--- src/rtl/mem_wb_stage_pkg.sv ---
// Shared core definitions: ALU select codes, writeback selects, load/store funct3 codes, W-register layout.
// Latency: none (types and constants only).
// Backpressure: not applicable.
package mem_wb_stage_pkg;

    // ALU operation select codes used by the execute stage.
    typedef enum logic [3:0] {
        ALU_ADD  = 4'd0,
        ALU_SUB  = 4'd1,
        ALU_SLL  = 4'd2,
        ALU_SLT  = 4'd3,
        ALU_SLTU = 4'd4,
        ALU_XOR  = 4'd5,
        ALU_SRL  = 4'd6,
        ALU_SRA  = 4'd7,
        ALU_OR   = 4'd8,
        ALU_AND  = 4'd9,
        ALU_LUI  = 4'd10
    } alu_sel_t;

    // Writeback source selects.
    localparam logic [1:0] WB_SEL_ALU  = 2'd0;
    localparam logic [1:0] WB_SEL_LOAD = 2'd1;
    localparam logic [1:0] WB_SEL_PC4  = 2'd2;

    // Load funct3 codes.
    localparam logic [2:0] F3_LB  = 3'b000;
    localparam logic [2:0] F3_LH  = 3'b001;
    localparam logic [2:0] F3_LW  = 3'b010;
    localparam logic [2:0] F3_LBU = 3'b100;
    localparam logic [2:0] F3_LHU = 3'b101;

    // Store funct3 codes (only the low two bits carry the access size).
    localparam logic [2:0] F3_SB  = 3'b000;
    localparam logic [2:0] F3_SH  = 3'b001;
    localparam logic [2:0] F3_SW  = 3'b010;

    // Access size encoded in funct3[1:0].
    localparam logic [1:0] SIZE_BYTE = 2'b00;
    localparam logic [1:0] SIZE_HALF = 2'b01;

    // Memory/writeback pipeline register contents.
    typedef struct packed {
        logic        valid;
        logic [4:0]  rd;
        logic        reg_we;
        logic [1:0]  wb_sel;
        logic [2:0]  funct3;
        logic [31:0] alu_out;
        logic [31:0] pc_plus4;
        logic        mis;
    } w_reg_t;

    // True when the access size in funct3 is not naturally aligned at the byte offset.
    function automatic logic access_is_misaligned(input logic [2:0] funct3,
                                                  input logic [1:0] offset);
        logic bad;
        case (funct3[1:0])
            SIZE_BYTE: bad = 1'b0;
            SIZE_HALF: bad = offset[0];
            default:   bad = (offset != 2'b00);
        endcase
        return bad;
    endfunction

endpackage

--- src/rtl/load_extract.sv ---
// Selects and extends the addressed byte/halfword/word out of a 32-bit memory word.
// Latency: combinational.
// Backpressure: none; pure function of its inputs.
module load_extract
    import mem_wb_stage_pkg::*;
(
    input  logic [2:0]  funct3,
    input  logic [1:0]  offset,
    input  logic [31:0] word,
    output logic [31:0] result
);

    logic [7:0]  sel_byte;
    logic [15:0] sel_half;

    // Pick the addressed byte and halfword lane; halfwords use offset[1] only.
    always_comb begin
        case (offset)
            2'd0:    sel_byte = word[7:0];
            2'd1:    sel_byte = word[15:8];
            2'd2:    sel_byte = word[23:16];
            default: sel_byte = word[31:24];
        endcase
        sel_half = offset[1] ? word[31:16] : word[15:0];
    end

    // Sign- or zero-extend according to the load type; unknown codes pass the word through.
    always_comb begin
        case (funct3)
            F3_LB:   result = {{24{sel_byte[7]}}, sel_byte};
            F3_LH:   result = {{16{sel_half[15]}}, sel_half};
            F3_LW:   result = word;
            F3_LBU:  result = {24'd0, sel_byte};
            F3_LHU:  result = {16'd0, sel_half};
            default: result = word;
        endcase
    end

endmodule

--- src/rtl/mem_wb_stage.sv ---
// Memory-access + writeback stage: issues data-memory requests and selects the register writeback value (MISALIGN_FLAG_EN adds misalignment trapping).
// Latency: memory request in the input cycle; writeback one cycle later from the W register.
// Backpressure: stall holds W and suppresses requests; flush kills the incoming instruction.
module mem_wb_stage
    import mem_wb_stage_pkg::*;
#(
    parameter int DMEM_AW = 14
) (
    input  logic               clk,
    input  logic               rst,
    input  logic               in_valid,
    input  logic               stall,
    input  logic               flush,
    input  logic [31:0]        alu_out,
    input  logic [31:0]        rs2_data,
    input  logic [31:0]        pc_plus4,
    input  logic [4:0]         rd,
    input  logic               reg_we,
    input  logic               mem_rd,
    input  logic               mem_wr,
    input  logic [2:0]         funct3,
    input  logic [1:0]         wb_sel,
    output logic               dmem_en,
    output logic [3:0]         dmem_we,
    output logic [DMEM_AW-1:0] dmem_addr,
    output logic [31:0]        dmem_din,
    input  logic [31:0]        dmem_dout,
    output logic               wb_we,
    output logic [4:0]         wb_rd,
`ifdef MISALIGN_FLAG_EN
    output logic               misalign,
`endif
    output logic [31:0]        wb_data
);

    w_reg_t      w_q;
    w_reg_t      w_cap;
    logic        go;
    logic        mis_now;
    logic [31:0] load_val;

    // Reset is folded in so a store in flight when rst rises is dropped without waiting for a clock.
    assign go = in_valid & ~stall & ~flush & ~rst;

`ifdef MISALIGN_FLAG_EN
    assign mis_now = (mem_rd | mem_wr) & access_is_misaligned(funct3, alu_out[1:0]);
`else
    assign mis_now = 1'b0;
`endif

    assign dmem_addr = alu_out[DMEM_AW+1:2];

    // Memory request: enable, byte-lane write mask and lane-aligned store data.
    always_comb begin
        dmem_en = go & (mem_rd | mem_wr) & ~mis_now;
        dmem_we = 4'b0000;
        if (dmem_en & mem_wr) begin
            case (funct3[1:0])
                SIZE_BYTE: dmem_we = 4'b0001 << alu_out[1:0];
                SIZE_HALF: dmem_we = 4'b0011 << {alu_out[1], 1'b0};
                default:   dmem_we = 4'b1111;
            endcase
        end
        case (funct3[1:0])
            SIZE_BYTE: dmem_din = rs2_data << {alu_out[1:0], 3'b000};
            SIZE_HALF: dmem_din = rs2_data << {alu_out[1], 4'b0000};
            default:   dmem_din = rs2_data;
        endcase
    end

    // Value the W register takes when an instruction is accepted.
    always_comb begin
        w_cap          = '0;
        w_cap.valid    = 1'b1;
        w_cap.rd       = rd;
        w_cap.reg_we   = reg_we;
        w_cap.wb_sel   = wb_sel;
        w_cap.funct3   = funct3;
        w_cap.alu_out  = alu_out;
        w_cap.pc_plus4 = pc_plus4;
        w_cap.mis      = mis_now;
    end

    // W register: flush wins over stall, stall holds everything, idle cycles drop valid.
    always_ff @(posedge clk or posedge rst) begin
        if (rst) begin
            w_q <= '0;
        end else if (flush) begin
            w_q.valid <= 1'b0;
        end else if (!stall) begin
            if (in_valid) begin
                w_q <= w_cap;
            end else begin
                w_q.valid <= 1'b0;
            end
        end
    end

    // Load data arrives one cycle after the request, aligned with the instruction now in W.
    load_extract u_load_extract (
        .funct3 (w_q.funct3),
        .offset (w_q.alu_out[1:0]),
        .word   (dmem_dout),
        .result (load_val)
    );

    assign wb_rd = w_q.rd;
    // A misaligned instruction still occupies W but must never write the register file.
    assign wb_we = w_q.valid & w_q.reg_we & (w_q.rd != 5'd0) & ~w_q.mis;

`ifdef MISALIGN_FLAG_EN
    assign misalign = w_q.valid & w_q.mis;
`endif

    // Writeback source mux; the unused encoding returns zero.
    always_comb begin
        case (w_q.wb_sel)
            WB_SEL_ALU:  wb_data = w_q.alu_out;
            WB_SEL_LOAD: wb_data = load_val;
            WB_SEL_PC4:  wb_data = w_q.pc_plus4;
            default:     wb_data = 32'd0;
        endcase
    end

endmodule

--- config.mk ---
export PLATFORM = sky130hd
export DESIGN_NAME = mem_wb_stage
export DESIGN_NICKNAME = d
export VERILOG_FILES = /design/src/rtl/mem_wb_stage_pkg.sv /design/src/rtl/load_extract.sv /design/src/rtl/mem_wb_stage.sv
export SDC_FILE = /design/constraint.sdc
export NUM_CORES = 1
export LEC_CHECK = 0
export CAP_MARGIN = 20
export CORE_MARGIN = 4
export CORE_UTILIZATION = 40
export DETAILED_ROUTE_END_ITERATION = 10
export HOLD_SLACK_MARGIN = 0.12
export PLACE_DENSITY = 0.8
export SETUP_SLACK_MARGIN = 0.15
export SYNTH_ARGS = -nofsm -noshare
export SYNTH_HDL_FRONTEND = slang
export SYNTH_SLANG_ARGS = --single-unit
--- constraint.sdc ---
create_clock -name clk -period 9.9 [get_ports clk]
set_input_delay 2.97 -clock clk [delete_from_list [all_inputs] [get_ports clk]]
set_output_delay 2.97 -clock clk [all_outputs]
set_load 0.02 [all_outputs]
### Word level (Yosys, flattened, before mapping)

Cells that the tools add are included.

| cells by class | value |
|---|---|
| eq/ne operators | 9 |
| bitwise logic cells | 11 |
| muxes and demuxes | 11 |
| shifts and indexed selects | 4 |
| reductions and logical operators | 6 |

Operators with widths:

| kind | count |
|---|---|
| case mux 32 bit (4 select lines) | 1 |
| case mux 32 bit (3 select lines) | 1 |
| two-way mux 77 bit | 1 |
| two-way mux 76 bit | 1 |
| case mux 32 bit (2 select lines) | 1 |
| left shift 32 x 5 -> 32 bit | 2 |
| case mux 8 bit (3 select lines) | 1 |
| two-way mux 16 bit | 1 |
| case mux 4 bit (2 select lines) | 1 |
| AND 1 bit | 7 |
| == test 2 x 1 -> 1 bit, second input constant | 3 |
| == test 3 bit, second input constant | 2 |
| logical NOT 2 bit | 3 |
| nonzero test 5 bit | 1 |
| == test 2 bit, second input constant | 2 |
| two-way mux 4 bit | 1 |
| left shift 1 x 2 -> 4 bit, first input constant | 1 |
| left shift 2 x 2 -> 4 bit, first input constant | 1 |
| == test 3 x 1 -> 1 bit, second input constant | 1 |
| logical NOT 3 bit | 1 |
| inverter 1 bit | 3 |
| AND reduction 3 bit | 1 |
| two-way mux 1 bit | 2 |
| inequality test 2 x 1 -> 1 bit, second input constant | 1 |
| bitwise OR 1 bit | 1 |

| storage, ports and cells | value |
|---|---|
| flip-flop bits (word level) | 76 |
| bits of input ports | 146 |
| word-level logic and storage cells | 48 |

### Logic depth before layout (Yosys ltp)

Gate-level depths: netlist of the first run.

| logic depth | value |
|---|---|
| depth in word-level cells | 7 |
| gate-level depth with buffers | 7 |
| depth with buffers taken out | 4 |

### By module

A second synthesis of the first run with hierarchy kept.

| second synthesis, totals | value |
|---|---|
| cells, all modules | 559 |
| area, all modules | 5262.5 um2 |

Modules (own cells, without submodules):

| module | area an instance (um2) | cells each | sequential area each (um2) | times used |
|---|---|---|---|---|
| mem_wb_stage | 4539.4 | 428 | 1901.8 | 1 |
| load_extract | 723.2 | 131 | 0.0 | 1 |

### Worst setup path after synthesis of the first run

Ideal clock, no wire load.

| path | value |
|---|---|
| path kind | input port to output port |
| from | input rst |
| to | output dmem_we[1] |
| stages on the path | 3 |
| data required time | 6930 ps |
| arrival time | 5412 ps |
| buffers on the path | 0 |
| slack | 1518 ps |
| path through | inv_1 nand3_1 a21oi_1 |

| on the way | value |
|---|---|
| longest elaborated chain between the ends | 5 |

Ends and longest elaborated chain:

| element | RTL line | source |
|---|---|---|
| from (decl) | mem_wb_stage.sv:10 | `input logic rst,` |
| inverter 1 bit | mem_wb_stage.sv:43 | `assign go = in_valid & ~stall & ~flush & ~rst;` |
| AND 1 bit | mem_wb_stage.sv:43 |  |
| AND 1 bit | mem_wb_stage.sv:55 | `dmem_en = go & (mem_rd \| mem_wr) & ~mis_now;` |
| AND 1 bit | mem_wb_stage.sv:57 | `if (dmem_en & mem_wr) begin` |
| two-way mux 4 bit | mem_wb_stage.sv:57 |  |
| to (decl) | mem_wb_stage.sv:24 | `output logic [3:0] dmem_we,` |

No other way between the ends.

### Final worst setup path of the first run

| path | value |
|---|---|
| from | input alu_out[1] |
| to | output dmem_din[24] |

| on the way | value |
|---|---|
| longest elaborated chain between the ends | 2 |

Ends and longest elaborated chain:

| element | RTL line | source |
|---|---|---|
| from (decl) | mem_wb_stage.sv:14 | `input logic [31:0] alu_out,` |
| left shift 32 x 5 -> 32 bit, on equally long branches | mem_wb_stage.sv:66, mem_wb_stage.sv:65 |  |
| case mux 32 bit (2 select lines) * | mem_wb_stage.sv:64 | `case (funct3[1:0])` |
| to (decl) | mem_wb_stage.sv:26 | `output logic [31:0] dmem_din,` |

Mark *: on every way between the ends. The rest lies on a longest branch, timed or not.

==> results.md, run 1 <==
Pwr:
- The power density of the placed cells is 175.3 nW/µm².
- The proportion of power drawn by the clock network is 27.6%.
- The analysis attributes to net switching a power of 423.8 µW.
- Of the total power, registers draw 31.9%.
- The switching part of the total is 32.81%.
- The worst-case IR drop observed on VDD is 0.09509 mV.
- The internal power of the cells is 867.9 µW.
- The leakage component of the power is 0.002943 µW.
- The share of total power dissipated in combinational logic is 40.5%.

Clock tree:
- The clock input transition at the sequential cells of the worst setup and hold paths is 0.05 ns.
- The CTS tree is yes.
- The TritonCTS sink count is 76.
- The clock root buffer master is sky130_fd_sc_hd__clkbuf_16.
- Once the clock tree was built, the setup fixing pass inserted 0 buffers.
- The number of buffers created by CTS is 9.
- For the worst-skew pair, the clock arrives at the later sink with an insertion delay of 0.32 ns.
- The maximum level of the CTS H-tree is 3.
- The number of buffers on the longest clock path is 2.
- The post-cts hold buffer count is 0.
- After clock tree synthesis, the repair step resized 0 gates.

GRT:
- The maximum number of pins on one net before global-route repair is 80.
- The met3 usage in global routing is 5.501%.
- The number of antenna violations at the first check in global routing came to 0.
- The first-pass GRT wire length is 25360 µm.
- The global routing usage on met1 is 31.84%.
- The number of global-route vias before repair is 4669.
- After global routing, the most crowded layer is met2.
- The total global-route track usage is 24.11%.
- For this run the aggregate overflow at the end of global routing stands at 0.
- The met2 layer usage reported by global route is 38.27%.

Synth:
- Yosys attributes the largest share of cell area to sky130_fd_sc_hd__dfrtp_1 40%, sky130_fd_sc_hd__mux2_2 18%, sky130_fd_sc_hd__mux2i_1 9.4%.
- The most repeated cell in the gate-level netlist after synthesis is sky130_fd_sc_hd__mux2_2.
- By area, the combinational part of the netlist is dominated by multiplexers.
- The post-synth design cell area is 4776 µm².
- The simple-gate share of the synthesized area is 9.589%.
- Yosys mapped the design onto 39 distinct sky130hd cell types.
- Dividing the synthesized area by the synthesized cell count gives 10.18 µm².
- The number of warnings printed during yosys synthesis is 0.
- The leading register cell type out of synthesis is sky130_fd_sc_hd__dfrtp_1.
- Of all cell types, the one taking the most synthesized area is sky130_fd_sc_hd__dfrtp_1.
- Counting every net in the synthesized netlist gives 615.
- By count the netlist is led by 77 x sky130_fd_sc_hd__mux2_2, 76 x sky130_fd_sc_hd__dfrtp_1, 46 x sky130_fd_sc_hd__nand2_1.
- The sequential share of the synthesized area is 39.82%.
- The fraction of synthesis flops using an asynchronous set or reset pin is 100.0%.
- Yosys mapped a number of flops with a built-in enable equal to 0.
- Summing the areas of all xor and xnor instances in the mapped netlist gives 0% of the synthesized area.
- The adder-cell share of the synthesized area is 0%.
- After synthesis the netlist holds a flip-flop and latch count of 76.
- In the synthesized netlist, the number of instances is 469.
- The area share of the largest cell type after synthesis is 39.82%.
- The portion of netlist area occupied by mux cells is 28.06%.
- The area fraction in compound gates after synthesis is 15.72%.

Setup path:
- The worst endpoint required time is 6.93 ns.
- The startpoint identified for the worst register-to-register timing path is w_q[34].
- The signal arrival time at the worst endpoint is 5.72 ns.
- The worst setup path is launched from a primary input.
- The worst setup path is captured at a primary output.
- The terminus of the critical flop-to-flop path is w_q[34].
- The worst reg2reg path depth is 2.
- The largest stage delay on the critical path is 0.89 ns.
- The highest net fanout along the worst path is 20.
- For flop-to-flop paths, the worst setup slack is 8.53 ns.
- The setup path with the least slack is of type primary input to primary output.
- In this run the worst setup path begins at alu_out[1].
- The slowest library cell on the worst path is sky130_fd_sc_hd__clkdlybuf4s50_1.
- Walking the worst path, the cells encountered are clkdlybuf4s50_1, inv_1, a21oi_1, o22ai_1, a21oi_1, clkdlybuf4s50_1.

STA:
- Counting I/O delays and the setup requirement, the final critical path takes 8.688 ns.
- The final critical path takes up 87.75% of the cycle.
- The worst pin sits at a relative slew slack of 33.17%.
- Clock skew on the completed layout was measured at 0 ns.
- The number of endpoints with negative hold slack in the final report came to 0.
- The fmax is 0.1151 GHz.
- Setup violations remaining at the end of the flow were counted as 0.
- The count of pins over their slew limit is 0.
- The slew of the pin with the lowest slew margin is 1.002 ns.
- Setup repair after global routing left no endpoint under its margin.
- The setup TNS is 0 ns.

Outcome:
- The run finished with clean final reports.

Layout:
- The finished cells cover 7367 µm².
- The area growth from synthesis to layout is 54.26%.
- The fill cell instance count of the final layout is 934.
- The fraction of layout instances using a drive strength above 1 is 15.67%.
- The final cell count without fillers is 813.
- The number of antenna diodes in the final layout is 0.
- In the final design database the tool counted 811 nets.

Min path:
- The end point of the most critical hold path is w_q[42].
- The worst hold path depth is 1.
- The startpoint identified for the worst hold timing path is w_q[42].
- The path class of the tightest hold or removal check is flip-flop to flip-flop.

Die:
- In this run the count of I/O pins placed on the die edge is 235.
- The initial cell density of the core is 41.30%.
- From left edge to right edge, the die measures 117.3 µm.
- The floorplan has 39 rows.
- The placeable core region is 11560 µm².
- The die extent in y is 117.3 µm.
- The die covers 13750 µm².

Placed design:
- The placement-stage cell area is 7042 µm².
- The final estimated routing congestion in global placement is 0.8505.
- The quantity of I/O buffers inserted on ports is 234.
- Detailed placement ended at an HPWL of 12790 µm.
- The placed cell count is 797.

Routing:
- The post-detailed-routing wire length is 16910 µm.
- After the first detailed-routing iteration, the DRC count stood at 369.
- In the final routed layout, each cell accounts on average for 20.80 µm.
- The detailed-router iteration count before antenna repair is 5.
- Once detail routing completed, the nets flagged for antenna violations numbered 0.
- The post-detailed-route via-to-cell ratio is 5.652.
- The DRC violation count after routing is 0.
- Across all layers, the routed design uses 4595 vias.

Flow run:
- The number of max-cap violations is 0.
-- metal layers --
metal	part of all wire, %	up-vias
met5	0	-
met4	3.3	0
met3	7.1	42
met2	47	233
met1	43	2218
li1	-	2102
-- power groups by stage --
stage / clock network [µW] / registers, µW / logic (µW)
final: 356 / 412 / 524
after global routing: 378 / 420 / 558
after CTS: 363 / 411 / 526
after detailed placement: 0 / 416 / 523
after global placement: 0 / 411 / 517
after floorplan: 0 / 397 / 308
-- state kept, by name, indices dropped and copies added, names as in the netlist --
name   count
w_q       71
wb_rd      5
-- layout make-up --
type                       count  area (µm²)  share of cell area (%)
inverter                       8       31.28                  0.4246
tap                          143       178.9                   2.429
multi-input combinational    332        2556                   34.70
sequential                    76        1903                   25.83
clock buffer                  10       239.0                   3.244
clock inverter                 6       86.33                   1.172
timing repair buffer         238        2372                   32.20
-- worst max-delay path by stage --
stage / slack [ns] / end / depth (start not counted)
2_1_floorplan: 1.52 / dmem_we[1] / 3
3_3_place_gp: 1.44 / dmem_din[30] / 6
3_5_place_dp: 1.29 / dmem_din[24] / 6
4_1_cts: 1.29 / dmem_din[24] / 6
5_1_grt: 1.03 / dmem_din[24] / 6
6_report: 1.21 / dmem_din[24] / 6
-- worst max-delay path: cells and delay by family --
family	cells	cell delay (ns)
AO/OA/AOI/OAI	3	0.99
buffers and inverters	3	1.76
-- placed cells by master (no fill, tap or decap), types with 8 or more instances in the layout --
master / synthesis / layout
sky130_fd_sc_hd__o211ai_1: 16 / 16
sky130_fd_sc_hd__a31oi_1: 8 / 8
sky130_fd_sc_hd__and2_1: 10 / 10
sky130_fd_sc_hd__a21oi_1: 21 / 21
sky130_fd_sc_hd__clkbuf_16: 0 / 9
sky130_fd_sc_hd__mux2i_1: 45 / 45
sky130_fd_sc_hd__o21ai_0: 26 / 26
sky130_fd_sc_hd__o221ai_1: 8 / 8
sky130_fd_sc_hd__o22ai_1: 10 / 10
sky130_fd_sc_hd__nor3b_1: 9 / 9
sky130_fd_sc_hd__dfrtp_1: 76 / 75
sky130_fd_sc_hd__nand2_1: 46 / 46
sky130_fd_sc_hd__mux2_2: 77 / 77
sky130_fd_sc_hd__clkdlybuf4s50_1: 0 / 234
sky130_fd_sc_hd__nor2_1: 14 / 13
-- cell families after synthesis --
family,after synthesis
buffers and inverters,61
multiplexers,123
AO/OA/AOI/OAI,113
AND/OR/NAND/NOR,96
flip-flops,76
-- stage by stage --
| stage | hold slack [ns] | worst slack (ns) | utilization, % | power [µW] |
|---|---|---|---|---|
| after floorplan | 0.4800 | 1.518 | - | 704.5 |
| after detailed placement | 0.4941 | 1.292 | 60.89 | 938.4 |
| final | 0.5031 | 1.212 | 63.70 | 1292 |
| after global routing | 0.5204 | 1.031 | 63.70 | 1356 |
| after global placement | 0.4887 | 1.436 | 60.89 | 927.6 |
| after CTS | 0.5072 | 1.293 | 63.70 | 1300 |
No activity file was read; power rests on OpenSTA's default activity.
==> inputs of run 2 (changes only) <==
--- a/config.mk
+++ b/config.mk
@@ -5,12 +5,13 @@
 export SDC_FILE = /design/constraint.sdc
 export NUM_CORES = 1
 export LEC_CHECK = 0
-export CAP_MARGIN = 20
+export ABC_CLOCK_PERIOD_IN_PS = 9900
+export CAP_MARGIN = 15
 export CORE_MARGIN = 4
 export CORE_UTILIZATION = 40
 export DETAILED_ROUTE_END_ITERATION = 10
+export DONT_BUFFER_PORTS = 1
 export HOLD_SLACK_MARGIN = 0.12
-export PLACE_DENSITY = 0.8
 export SETUP_SLACK_MARGIN = 0.15
 export SYNTH_ARGS = -nofsm -noshare
 export SYNTH_HDL_FRONTEND = slang
==> run 2 against run 1 <==
Critical path depth is 2 lower. Sequential share of layout area grew 12 points. Highest routed layer is now met5. Largest power group is now sequential cells. Non-clock buffer count shrank 234. Register-to-register slack lost 0.02 ns. Worst setup slack improved by 1.0 ns.
==> results.md, run 2 (same netlist as run 1, synthesis figures left out) <==
GRT:
- The number of antenna violations at the first check in global routing was 1.
- The remaining global-route overflow is 0.
- The number of global-route vias before repair is 3650.
- The maximum number of pins on one net before global-route repair is 80.
- Global routing consumed, over all layers together, 19.91% of the routing resources.
- The first global-routing pass estimated 20800 µm of wire.

Layout:
- The fraction of layout instances using a drive strength above 1 is 23.91%.
- Ranked by flip-flop count, first place goes to w_q.
- The area added between synthesis and finish is 6.209%.
- The library cell used most frequently in the layout, excluding fill and tap cells, is sky130_fd_sc_hd__mux2_2.
- Summing all flip-flop and latch instances after layout gives 1903 µm².
- After the last flow step, the layout net total stands at 577.
- The filler cells instantiated in the layout total 1103.
- The multi-input combinational cells in the finished layout cover a total of 2556 µm².
- The final cell count without fillers is 578.
- The register with the most flip-flops in the layout has 71 of them.
- The antenna diode count is 0.
- Leaving out fill and tap cells, the most frequent cells in the layout are 77 x sky130_fd_sc_hd__mux2_2, 75 x sky130_fd_sc_hd__dfrtp_1, 46 x sky130_fd_sc_hd__nand2_1.

Clock tree:
- The clock network latency to the later pin of the worst-skew pair is 0.33 ns.
- The H-tree generated during clock tree synthesis spans 3 levels.
- The count of instances resized after the clock tree is built is 0.
- The CTS tree is yes.
- The post-cts hold buffer count is 0.
- The number of buffers on the longest clock path is 2.
- The number of buffers created by CTS is 9.
- The clock root buffer master is sky130_fd_sc_hd__clkbuf_16.
- Clock-pin slew was measured on the worst setup and hold paths at 0.06 ns.
- The TritonCTS sink count is 76.
- The number of setup buffers added after CTS is 0.

Pwr:
- The completed layout was analyzed and its total power is 1154 µW.
- The leakage component of the power is 0.002062 µW.
- In this run the power density over the cells is 227.4 nW/µm².
- The worst vdd rail ir drop is 0.1116 mV.

Setup path:
- Setup slack on the worst reg-to-reg path comes out at 8.51 ns.
- For the worst setup path, the data arrival time is 4.71 ns.
- STA classifies the critical path startpoint as a primary input.
- In this design, the stage delay of the slowest critical-path cell is 0.71 ns.
- The setup path with the least slack is of type primary input to primary output.
- The slowest library cell on the worst path is sky130_fd_sc_hd__a21oi_1.
- The kind of capture point of the worst setup path is a primary output.
- In this run the worst path has a maximum fanout of 19.
- Counting both buffers and inverters, the worst setup path holds a total of 0.
- Traced cell by cell, the critical path runs through nand2b_1, a21oi_1, o22ai_1, a21oi_1.
- Data on the critical path is required at its endpoint by 6.93 ns.
- The dominant delay contributor by cell family on the critical path is compound AO/OA/AOI/OAI gates.
- The cell repeated most along the worst path is sky130_fd_sc_hd__a21oi_1.

Placed design:
- At the placement stage, the worst setup path has a slack of 2.264 ns.
- After legalization and detailed placement, the total HPWL measured 10550 µm.
- Once placement completed, the tool counted placed cells totaling 563.
- The final estimated routing congestion in global placement is 0.8289.
- The quantity of I/O buffers inserted on ports is 0.

STA:
- Setup violations remaining at the end of the flow were counted as 0.
- The headroom to the max-slew limit is 34.89%.
- The count of pins over their slew limit is 0.
- The worst hold slack after final layout is 0.5047 ns.
- Setup repair after global routing left no endpoint under its margin.
- In the finished design, the share of the clock period the worst path needs comes to 77.62%.
- Based on the critical path, the design can be clocked at up to 0.1301 GHz.
- After routing, the total negative slack on setup checks comes to 0 ns.
- The minimum clock period is 7.684 ns.
- The worst setup skew after layout is 0 ns.
- The worst path setup slack after routing is 2.216 ns.
- The slew of the pin with the lowest slew margin is 0.9766 ns.
- The number of endpoints with negative hold slack in the final report is 0.

Die:
- The die extent in y is 117.3 µm.
- The die covers 13750 µm².
- The placeable core region is 11560 µm².
- The number of ports placed on the die boundary is 235.
- Measured along the x axis, the die boundary spans 117.3 µm.
- The row count is 39.
- For this configuration, the core starts out at a cell density of 41.30%.

Routing:
- The post-detailed-route via-to-cell ratio is 6.201.
- The detailed router placed 3584 vias in this run.
- Once detail routing completed, the nets flagged for antenna violations numbered 0.
- After detailed routing, the total wire length is 13940 µm.
- Before antenna repair, the detailed router went through 5 iterations.
- The DRC violation count after routing is 0.
- The DRC violation total after the first TritonRoute iteration is 284.
- After detailed routing, the average wire length per cell comes to 24.12 µm.

Min path:
- The worst hold path belongs to the class flip-flop to flip-flop.

Flow run:
- The number of max-cap violations is 0.

Outcome:
- The flow ran to the end, and the final reports show no timing, DRC or antenna violations.
## run 2: layout make-up
class	instances	share of cell area (%)
clock buffers	11	4.983
clock inverters	4	2.368
inverters	8	0.6167
multi-input cells	332	50.39
flip-flops and latches	76	37.52
well taps	143	3.527
repair buffers	4	0.5920
## run 2: final timing paths
path / startpoint / end / depth (start not counted)
min in group asynchronous: rst / w_q[76] / 2
max in group asynchronous: rst / w_q[69] / 2
max: funct3[0] / dmem_din[26] / 4
max reg2reg: w_q[34] / w_q[34] / 2
min: w_q[53] / w_q[53] / 1
min reg2reg: w_q[53] / w_q[53] / 1
## run 2: metal layers
metal | part of all wire (%) | wire length, µm | track usage (%)
met1 | 43 | 6000 | 27.32
met2 | 48 | 6624 | 29.71
met3 | 8.0 | 1115 | 6.427
met4 | 1.4 | 191 | 6.651
met5 | 0.057 | 8 | 0
## run 2: power breakdown
| part | total (µW) | switching (µW) | internal, µW |
|---|---|---|---|
| logic | 330 | 207 | 124 |
| registers | 415 | 46.8 | 369 |
| clock network | 408 | 124 | 284 |
| total | 1150 | 377 | 776 |
## run 2: through the flow
step	util (%)	cell area (µm²)
final	43.86	5072
after global placement	40.64	4700
after detailed placement	40.64	4700
after floorplan	-	4776
after global routing	43.86	5072
after CTS	43.86	5072
